File: src/rtl/ula_pkg.sv
// Shared definitions for the pipelined ALU: opcodes, flag bit positions and FSM states.
package ula_pkg;

    localparam logic [3:0] OP_ADD  = 4'b0000;
    localparam logic [3:0] OP_SUB  = 4'b0001;
    localparam logic [3:0] OP_SLT  = 4'b0010;
    localparam logic [3:0] OP_AND  = 4'b0011;
    localparam logic [3:0] OP_OR   = 4'b0100;
    localparam logic [3:0] OP_XOR  = 4'b0101;
    localparam logic [3:0] OP_BEZ  = 4'b0110;
    localparam logic [3:0] OP_NOP  = 4'b0111;
    localparam logic [3:0] OP_SHL  = 4'b1000;
    localparam logic [3:0] OP_SHR  = 4'b1001;
    localparam logic [3:0] OP_SRA  = 4'b1010;
    localparam logic [3:0] OP_MUL  = 4'b1011;
    localparam logic [3:0] OP_SLTS = 4'b1100;

    localparam int FLAG_Z = 2;
    localparam int FLAG_N = 1;
    localparam int FLAG_V = 0;

    typedef enum logic {
        ST_IDLE    = 1'b0,
        ST_MUL_RUN = 1'b1
    } state_t;

    // Two's-complement overflow of x+y given the three sign bits.
    function automatic logic add_ovf(input logic x_msb, input logic y_msb, input logic r_msb);
        return (x_msb == y_msb) && (r_msb != x_msb);
    endfunction

endpackage

File: src/rtl/ula_mul_iter.sv
// Iterative shift-add multiplier: one partial product per cycle, WIDTH cycles per product.
module ula_mul_iter #(
    parameter int WIDTH = 16
) (
    input  logic               i_clk,
    input  logic               i_rst,
    input  logic               i_start,
    input  logic [WIDTH-1:0]   i_a,
    input  logic [WIDTH-1:0]   i_b,
    output logic               o_done,
    output logic [2*WIDTH-1:0] o_product
);

    localparam int CW = $clog2(WIDTH);

    logic [2*WIDTH-1:0] r_a_sh;
    logic [2*WIDTH-1:0] r_acc;
    logic [WIDTH-1:0]   r_b_sh;
    logic [CW-1:0]      r_cnt;
    logic               r_run;
    logic [2*WIDTH-1:0] w_acc_next;
    logic               w_last;

    // The final partial product is folded in combinationally so the owner
    // can capture the complete product on the same edge as the last step.
    assign w_acc_next = r_b_sh[0] ? (r_acc + r_a_sh) : r_acc;
    assign w_last     = r_run && (r_cnt == CW'(WIDTH - 1));
    assign o_done     = w_last;
    assign o_product  = w_acc_next;

    always_ff @(posedge i_clk or posedge i_rst) begin
        if (i_rst) begin
            r_a_sh <= '0;
            r_b_sh <= '0;
            r_acc  <= '0;
            r_cnt  <= '0;
            r_run  <= 1'b0;
        end else if (i_start) begin
            r_a_sh <= {{WIDTH{1'b0}}, i_a};
            r_b_sh <= i_b;
            r_acc  <= '0;
            r_cnt  <= '0;
            r_run  <= 1'b1;
        end else if (r_run) begin
            r_acc  <= w_acc_next;
            r_a_sh <= r_a_sh << 1;
            r_b_sh <= r_b_sh >> 1;
            if (w_last) begin
                r_run <= 1'b0;
                r_cnt <= '0;
            end else begin
                r_cnt <= r_cnt + CW'(1);
            end
        end
    end

endmodule

File: src/rtl/ula_pipe.sv
// Handshaked EX-stage ALU: single-cycle ops register in one edge, MUL runs
// through the iterative multiplier; result and Z/N/V flags are registered.
module ula_pipe
    import ula_pkg::*;
#(
    parameter int WIDTH  = 16,
    parameter bit MUL_EN = 1'b1,
    localparam int SHW   = $clog2(WIDTH)
) (
    input  logic             CLK,
    input  logic             RST,
    input  logic             in_valid,
    output logic             in_ready,
    input  logic [3:0]       CodeULA,
    input  logic [WIDTH-1:0] OpA,
    input  logic [WIDTH-1:0] OpB,
    output logic             out_valid,
    input  logic             out_ready,
    output logic [WIDTH-1:0] Res,
    output logic [2:0]       FlagReg,
    output logic             busy
);

    state_t             r_state;
    logic [WIDTH-1:0]   r_res;
    logic [2:0]         r_flags;
    logic               r_out_valid;
    logic               r_busy;

    logic               w_accept;
    logic               w_is_mul;
    logic               w_mul_start;
    logic               w_mul_done;
    logic [2*WIDTH-1:0] w_product;
    logic [WIDTH-1:0]   w_neg_b;
    logic [WIDTH-1:0]   w_sum;
    logic [WIDTH-1:0]   w_diff;
    logic [SHW-1:0]     w_sh;
    logic [WIDTH-1:0]   w_res;
    logic [2:0]         w_flags;
    logic [2:0]         w_mul_flags;

    assign in_ready    = (r_state == ST_IDLE) && (!r_out_valid || out_ready);
    assign w_accept    = in_valid && in_ready;
    assign w_is_mul    = MUL_EN && (CodeULA == OP_MUL);
    assign w_mul_start = w_accept && w_is_mul;

    assign out_valid = r_out_valid;
    assign Res       = r_res;
    assign FlagReg   = r_flags;
    assign busy      = r_busy;

    assign w_neg_b = ~OpB + WIDTH'(1);
    assign w_sum   = OpA + OpB;
    assign w_diff  = OpA + w_neg_b;
    assign w_sh    = OpB[SHW-1:0];

    // Single-cycle datapath; flags default to the generic Z/N rule and are
    // overridden where an opcode defines them differently.
    always_comb begin
        w_res   = '0;
        w_flags = 3'b000;
        case (CodeULA)
            OP_ADD:  w_res = w_sum;
            OP_SUB:  w_res = w_diff;
            OP_SLT:  w_res = WIDTH'(OpA > OpB);
            OP_AND:  w_res = OpA & OpB;
            OP_OR:   w_res = OpA | OpB;
            OP_XOR:  w_res = OpA ^ OpB;
            OP_BEZ:  w_res = OpB;
            OP_NOP:  w_res = '0;
            OP_SHL:  w_res = OpA << w_sh;
            OP_SHR:  w_res = OpA >> w_sh;
            OP_SRA:  w_res = $signed(OpA) >>> w_sh;
            OP_SLTS: w_res = WIDTH'($signed(OpA) > $signed(OpB));
            default: w_res = '0;
        endcase

        w_flags[FLAG_Z] = (w_res == '0);
        w_flags[FLAG_N] = w_res[WIDTH-1];
        w_flags[FLAG_V] = 1'b0;
        case (CodeULA)
            OP_ADD: w_flags[FLAG_V] = add_ovf(OpA[WIDTH-1], OpB[WIDTH-1], w_sum[WIDTH-1]);
            OP_SUB: w_flags[FLAG_V] = add_ovf(OpA[WIDTH-1], w_neg_b[WIDTH-1], w_diff[WIDTH-1]);
            OP_BEZ: begin
                w_flags[FLAG_Z] = (OpA == '0);
                w_flags[FLAG_N] = 1'b0;
            end
            OP_NOP: w_flags[FLAG_N] = 1'b0;
            OP_SLT, OP_AND, OP_OR, OP_XOR, OP_SHL, OP_SHR, OP_SRA, OP_SLTS: ;
            default: begin
                w_flags[FLAG_Z] = 1'b1;
                w_flags[FLAG_N] = 1'b0;
            end
        endcase
    end

    always_comb begin
        w_mul_flags         = 3'b000;
        w_mul_flags[FLAG_Z] = (w_product[WIDTH-1:0] == '0);
        w_mul_flags[FLAG_N] = w_product[WIDTH-1];
        w_mul_flags[FLAG_V] = |w_product[2*WIDTH-1:WIDTH];
    end

    generate
        if (MUL_EN) begin : g_mul
            ula_mul_iter #(
                .WIDTH(WIDTH)
            ) u_mul (
                .i_clk    (CLK),
                .i_rst    (RST),
                .i_start  (w_mul_start),
                .i_a      (OpA),
                .i_b      (OpB),
                .o_done   (w_mul_done),
                .o_product(w_product)
            );
        end else begin : g_no_mul
            assign w_mul_done = 1'b0;
            assign w_product  = '0;
        end
    endgenerate

    always_ff @(posedge CLK or posedge RST) begin
        if (RST) begin
            r_state     <= ST_IDLE;
            r_res       <= '0;
            r_flags     <= 3'b000;
            r_out_valid <= 1'b0;
            r_busy      <= 1'b0;
        end else begin
            case (r_state)
                ST_IDLE: begin
                    if (w_accept && w_is_mul) begin
                        // Output is free or draining this edge, so the MUL
                        // result can never overwrite an unconsumed value.
                        r_state     <= ST_MUL_RUN;
                        r_busy      <= 1'b1;
                        r_out_valid <= 1'b0;
                    end else if (w_accept) begin
                        r_res       <= w_res;
                        r_flags     <= w_flags;
                        r_out_valid <= 1'b1;
                    end else if (out_ready) begin
                        r_out_valid <= 1'b0;
                    end
                end
                ST_MUL_RUN: begin
                    if (w_mul_done) begin
                        r_res       <= w_product[WIDTH-1:0];
                        r_flags     <= w_mul_flags;
                        r_out_valid <= 1'b1;
                        r_busy      <= 1'b0;
                        r_state     <= ST_IDLE;
                    end
                end
                default: r_state <= ST_IDLE;
            endcase
        end
    end

endmodule

File: config.mk
export PLATFORM = sky130hd
export DESIGN_NAME = ula_pipe
export DESIGN_NICKNAME = d
export VERILOG_FILES = /design/src/rtl/ula_pkg.sv /design/src/rtl/ula_mul_iter.sv /design/src/rtl/ula_pipe.sv
export SDC_FILE = /design/constraint.sdc
export NUM_CORES = 1
export LEC_CHECK = 0
export CAP_MARGIN = 25
export CORE_AREA = 2 2 199 201
export CTS_CLUSTER_SIZE = 10
export DETAILED_ROUTE_END_ITERATION = 10
export DIE_AREA = 0 0 201 203
export GPL_ROUTABILITY_DRIVEN = 1
export GPL_TIMING_DRIVEN = 0
export PLACE_DENSITY = 0.55
export SETUP_SLACK_MARGIN = 0.1
export SKIP_CTS_REPAIR_TIMING = 1
export SYNTH_ARGS = -nofsm -noshare
export SYNTH_HDL_FRONTEND = slang
export SYNTH_SLANG_ARGS = --single-unit
File: constraint.sdc
create_clock -name CLK -period 4.74 [get_ports CLK]
set_clock_uncertainty 0.1 [all_clocks]
set_input_delay 1.185 -clock CLK [delete_from_list [all_inputs] [get_ports CLK]]
set_output_delay 1.185 -clock CLK [all_outputs]
set_load 0.005 [all_outputs]
**Yosys cells after proc, flatten, opt, wreduce, memory -nomap -nowiden**

Cells that the tools add are included.

- Word-level logic and storage cells: 101
- Input bits: 40
- Output and inout bits: 22
- Flip-flop bits (word level): 107

- Bitwise gates (word level): 5
- Shifts and indexed selects: 3
- Reductions and logical operators: 19
- Muxes and demuxes: 35
- Add/sub/neg operators: 5
- Magnitude comparators: 2
- Eq/ne operators: 22

Operators by type and width:

| cell | number |
|---|---|
| $pmux W16 S11 | 1 |
| $mux W32 | 5 |
| $mux W16 | 5 |
| $logic_not A16 Y1 | 3 |
| $add A16 B16 Y16 | 2 |
| $add A32 B32 Y32 | 1 |
| $gt A16 B16 Y1 | 2 |
| $pmux W16 S2 | 1 |
| $eq A4 B4 Y1 const B | 6 |
| $add A16 B1 Y16 const B | 1 |
| $and A16 B16 Y16 | 1 |
| $eq A4 B3 Y1 const B | 4 |
| $not A16 Y16 | 1 |
| $or A16 B16 Y16 | 1 |
| $reduce_or A16 Y1 | 1 |
| $shl A16 B4 Y16 | 1 |
| $shr A16 B4 Y16 | 1 |
| $sshr A16 B4 Y16 | 1 |
| $xor A16 B16 Y16 | 1 |
| $mux W4 | 3 |
| $mux W1 | 11 |
| $reduce_or A11 Y1 | 1 |
| $pmux W1 S2 | 5 |
| $reduce_or A10 Y1 | 1 |
| other kinds (18) | 31 |

**Longest topological paths before layout**

- Word-level depth: 9
- Gate-level depth with buffers: 18

**Modules after synthesis**

From an unflattened synthesis, not the netlist that was laid out.

- Cells, all modules: 1395
- Area, all modules: 11669.9 sq um

By module, submodules not included:

| module | seq. area each (sq um) | area each (sq um) | instances | cells each |
|---|---|---|---|---|
| ula_pipe | 550.5 | 6054.6 | 1 | 793 |
| ula_mul_iter | 2127.0 | 5615.4 | 1 | 602 |

**Worst setup path before layout**

Ideal clock, no wire load.

- Path kind: input -> register
- Start point: input OpB[2]
- End point: register r_flags[2], in the netlist FlagReg[2]
- Required time: 4.539 ns
- Path slack: -0.228 ns
- Path buffers: 3
- Arrival: 4.767 ns
- Stages on the path: 17
- Library setup time: 0.101 ns
- Cells stage by stage: buf_6 inv_1 buf_1 clkbuf_1 nand2_1 nor4_1 xnor2_1 ha_1 o21ai_0 nor3_1 a211oi_1 nor2b_1 or4b_2 o21ai_1 a2111o_1 or4_1 o32ai_1

- Cells in the longest elaborated chain, start to end: 9

Ends and longest elaborated chain:

| item | line | source |
|---|---|---|
| from (decl) | ula_pipe.sv:16 | `input logic [WIDTH-1:0] OpB,` |
| $not A16 Y16 | ula_pipe.sv:53 | `assign w_neg_b = ~OpB + WIDTH'(1);` |
| $add A16 B1 Y16 | ula_pipe.sv:53 |  |
| $add A16 B16 Y16 | ula_pipe.sv:55 | `assign w_diff = OpA + w_neg_b;` |
| $pmux W16 S11 (*) | ula_pipe.sv:63 | `case (CodeULA)` |
| $logic_not A16 Y1 (*) | ula_pipe.sv:79 | `w_flags[FLAG_Z] = (w_res == '0);` |
| $pmux W1 S2 (*) | ula_pipe.sv:82 | `case (CodeULA)` |
| $mux W3 (*) | ula_pipe.sv:140 | `end else if (w_accept) begin` |
| $mux W3 (*) | ula_pipe.sv:134 | `if (w_accept && w_is_mul) begin` |
| $pmux W3 S2 (*) | ula_pipe.sv:132 | `case (r_state)` |
| to (signal assigned) | ula_pipe.sv:142 | `r_flags <= w_flags;` |
| to (signal assigned) | ula_pipe.sv:151 | `r_flags <= w_mul_flags;` |
| to (decl) | ula_pipe.sv:26 | `logic [2:0] r_flags;` |

Every way passes the cells marked *; elsewhere a longest branch is shown, timed or not. The select of a mux whose other input is x is not followed.
A chain may end at the register's enable or synchronous reset.

**Worst setup path in the final report**

- Start point: input OpB[8]
- End point: register r_flags[0], in the netlist FlagReg[0]

- Cells in the longest elaborated chain, start to end: 9

Ends and longest elaborated chain:

| item | line | source |
|---|---|---|
| $not A16 Y16 | ula_pipe.sv:53 |  |
| $add A16 B1 Y16 | ula_pipe.sv:53 |  |
| $add A16 B16 Y16 | ula_pipe.sv:55 |  |
| $ne A1 B1 Y1 | ula_pkg.sv:29 | `return (x_msb == y_msb) && (r_msb != x_msb);` |
| $logic_and A1 B1 Y1 | ula_pkg.sv:29 |  |
| $pmux W1 S2 (*) | ula_pipe.sv:82 |  |
| $mux W3 (*) | ula_pipe.sv:140 |  |
| $mux W3 (*) | ula_pipe.sv:134 |  |
| $pmux W3 S2 (*) | ula_pipe.sv:132 |  |

Marked as above.

==> reports/qor.csv <==
metric;value;unit
outcome;finished clean;
hold_depth;2;
critical_path.cell_chain;clkdlybuf4s50_1, nor2_1, nor4b_4, buf_4, nand2_1, xnor2_1, ha_1, a21oi_1, o211ai_1, a211oi_2, buf_4, o31ai_4, xnor2_1, o41ai_2, a31oi_2, buf_6, nor2_2, a221oi_2, nand2_1;
p_switching;3.64;mW
numPortBuffers;61;
grt.total_usage;21.6;%
dp_hpwl;35000;um
yosysWarnings;0;
ir_drop;0.000238;V
setup_viol;0;
clk_path_buf_depth;2;
cts_tree;yes;
hold_path_end;busy$_DFFE_PP0P_;
wl_per_cell;22.2;um
num_antenna_cells;0;
syn_inst;1413;
ant_nets;0;
antenna_found_initial;0;
start_util;29.8;%
seqPwrFrac;23.5;%
tns;0;ns
numCtsBuffers;9;
ios;62;
reg2reg_depth;9;
drive_gt1_share;14.2;%
worstSetupEndpointType;flip-flop;
vias_per_cell;5.72;
clockPowerShare;11.6;%
min_from;busy$_DFFE_PP0P_;
combPwrFrac;64.9;%
period_share;99.8;%
power.leakage;5.92;nW
syn_nets;1555;
start_kind;primary input;
intPower;3.82;mW
crit_slowest_cell;clkdlybuf4s50_1;
netlist_area;11500;sq um
die_height;203;um
globalplace.congestion;0.978;
syn_area_per_cell;8.13;sq um
synthXorXnorAreaFrac;4.20;%
worstReg2RegStart;g_mul.u_mul.r_b_sh[0]$_DFFE_PP0P_;
grt-ovfl-total;0;
root_buffer;clkbuf_16;
grt_start_max_net_pins;82;
post-route-util;36.5;%
worstPathMaxFanout;7;
reg2reg_to;FlagReg[0]$_DFFE_PP0P_;
place_area;12800;sq um
path_delay_family;buffers and inverters;
clk_latency;0.36;ns
critPathMaxStageDelay;0.68;ns
rrSetupSlack;0.77;ns
dieArea;40800;sq um
critPathBufInv;4;
path_clk_slew;0.08;ns
cts_htree_levels;3;
hold_viol_final;0;
relSlewSlack;28.0;%
total_power;7.46;mW
drv_cap;0;
cts_sinks;107;
num_rows;72;
drt_iter0_markers;1139;
holdWs;0.417;ns
critical_path_class;in -> reg;
finalMaxSlewViolations;0;
remaining_drc_errors;0;
wirelength;45600;um
worstMarginPinSlew;1.07;ns
period_needed;4.73;ns
ys.flop_type;dfrtp_1;
min_path_type;reg -> reg;
synth-seq-cells;107;
crit_required;4.88;ns
grt_pass1_wl;68100;um
syn_to_final_growth;22.2;%
synthAdderAreaFrac;11.4;%
vias;11750;
core;38500;sq um
firstDrtPassIters;5;
power_per_cell_area;532;nW/um^2
swShare;48.8;%
arrival;4.87;ns
synth_edf_count;0;
nets;1674;
muxShareOfSynthArea;12.6;%
rsz0062_at_grt;yes;
die_w;201;um
async_flop_share;100;%
timing.fmax;0.211;GHz
yosysSeqAreaShare;23.3;%
yosys.area_share.simple;19.0;%
final_area;14000;sq um
synth_compound_area_share;23.7;%
synth_top_family_by_area;compound AO/OA/AOI/OAI gates;
grt_pass1_vias;11235;
synthDistinctLibCells;77;
[layout by cell type, fill, tap and decap left out, types with 15 or more instances in the layout]
| cell | netlist | final |
|---|---|---|
| nand2_1 | 140 | 136 |
| clkdlybuf4s50_1 | 0 | 40 |
| nor2_1 | 146 | 145 |
| o211ai_1 | 23 | 23 |
| mux2_2 | 15 | 15 |
| a22oi_1 | 15 | 15 |
| nor3_1 | 33 | 27 |
| mux2i_1 | 78 | 78 |
| nand4_1 | 16 | 16 |
| o21ai_0 | 101 | 94 |
| mux4_2 | 21 | 21 |
| buf_6 | 7 | 16 |
| nand3_1 | 24 | 23 |
| ha_1 | 99 | 96 |
| clkbuf_1 | 61 | 42 |
| dfrtp_1 | 107 | 107 |
| inv_1 | 62 | 57 |
| xnor2_1 | 38 | 36 |
| buf_4 | 8 | 53 |
| dlymetal6s2s_1 | 0 | 15 |
| a21oi_1 | 95 | 89 |
| a211oi_1 | 39 | 34 |
| nor2b_1 | 15 | 15 |
| xor2_1 | 17 | 16 |
[area by class of cell]
class | count | area [sq um]
Timing Repair Buffer | 108 | 1030
Tap cell | 518 | 648
Multi-Input combinational cell | 1154 | 8520
Fill cell | 4066 | 24400
Inverter | 63 | 255
Buffer | 89 | 569
Sequential cell | 107 | 2680
Clock inverter | 7 | 109
Clock buffer | 9 | 225
[power by group through the flow]
| stage | clock network [mW] | registers (mW) | logic [mW] |
|---|---|---|---|
| 5_1_grt | 0.908 | 1.80 | 5.33 |
| 2_1_floorplan | 0 | 1.61 | 3.32 |
| 3_3_place_gp | 0 | 1.76 | 4.55 |
| 3_5_place_dp | 0 | 1.76 | 4.63 |
| 4_1_cts | 0.876 | 1.74 | 4.65 |
| 6_report | 0.865 | 1.75 | 4.84 |
[synthesized netlist by cell type, drive strengths merged (7+ instances only)]
cell	instances	share of area [%]
a211oi	39	2.5
a21o	14	0.92
a21oi	95	4.1
a22oi	15	0.98
a31oi	11	0.60
and2	9	0.49
and3	7	0.38
buf	27	1.6
clkbuf	62	2.1
dfrtp	107	23
ha	99	11
inv	62	2.0
mux2	15	1.5
mux2i	78	6.8
mux4	22	4.3
nand2	140	4.6
nand2b	13	0.71
nand3	24	1.0
nand4	16	0.87
nor2	146	4.8
nor2b	15	0.82
nor3	34	1.5
nor4	14	0.76
o2111ai	8	0.61
o211ai	23	1.5
o21a	14	0.92
o21ai	109	4.8
o21bai	10	0.65
o31ai	7	0.46
or3	14	0.76
xnor2	38	2.9
xor2	17	1.3
[worst register-to-register path: stages, from the launching register on]
cell and delay (ns):
dfrtp_1 0.32, clkbuf_1 0.29, clkbuf_1 0.55, buf_1 0.65, clkbuf_1 0.56, buf_1 0.54, mux2i_1 0.33, o211ai_1 0.14
o41ai_1 0.29, nand2_1 0.09
[logic make-up after synthesis]
| kind of cell | count (synthesis) |
|---|---|
| XOR/XNOR | 55 |
| AO/OA/AOI/OAI | 416 |
| buffers and inverters | 152 |
| multiplexers | 115 |
| adder cells (fa/ha/maj) | 103 |
| AND/OR/NAND/NOR | 465 |
| flip-flops | 107 |
[stage by stage]
stage          std cells  worst slack, ns
2_1_floorplan       1413            0.114
3_3_place_gp        1992            -1.55
3_5_place_dp        1995            -1.61
4_1_cts             2011            -1.23
5_1_grt             2055           -0.197
6_report            2055           0.0105
[sequential cells by signal, summed over array words and instances (netlist names)]
register            cells
FlagReg                 3
Res                    16
busy                    1
g_mul.u_mul.r_a_sh     32
g_mul.u_mul.r_acc      32
g_mul.u_mul.r_b_sh     16
g_mul.u_mul.r_cnt       4
g_mul.u_mul.r_run       1
out_valid               1
r_state                 1
[routing by layer]
metal	GRT usage, %	routed length [um]
met5	0	0
met4	9.84	2220
met2	36.0	21100
met1	28.4	19500
met3	1.96	2700
[worst max path at each step]
stage                 from                endpoint  slack [ns]  depth (start not counted)
global route        OpB[8]  FlagReg[0]$_DFFE_PP0P_       -0.20                         19
floorplan           OpB[0]  FlagReg[2]$_DFFE_PP0P_        0.11                         16
finish              OpB[8]  FlagReg[0]$_DFFE_PP0P_        0.01                         19
detailed placement  OpB[6]  FlagReg[0]$_DFFE_PP0P_       -1.61                         16
CTS                 OpB[6]  FlagReg[0]$_DFFE_PP0P_       -1.23                         16
global placement    OpB[6]  FlagReg[0]$_DFFE_PP0P_       -1.55                         16
Power figures use the tool's default switching activity.
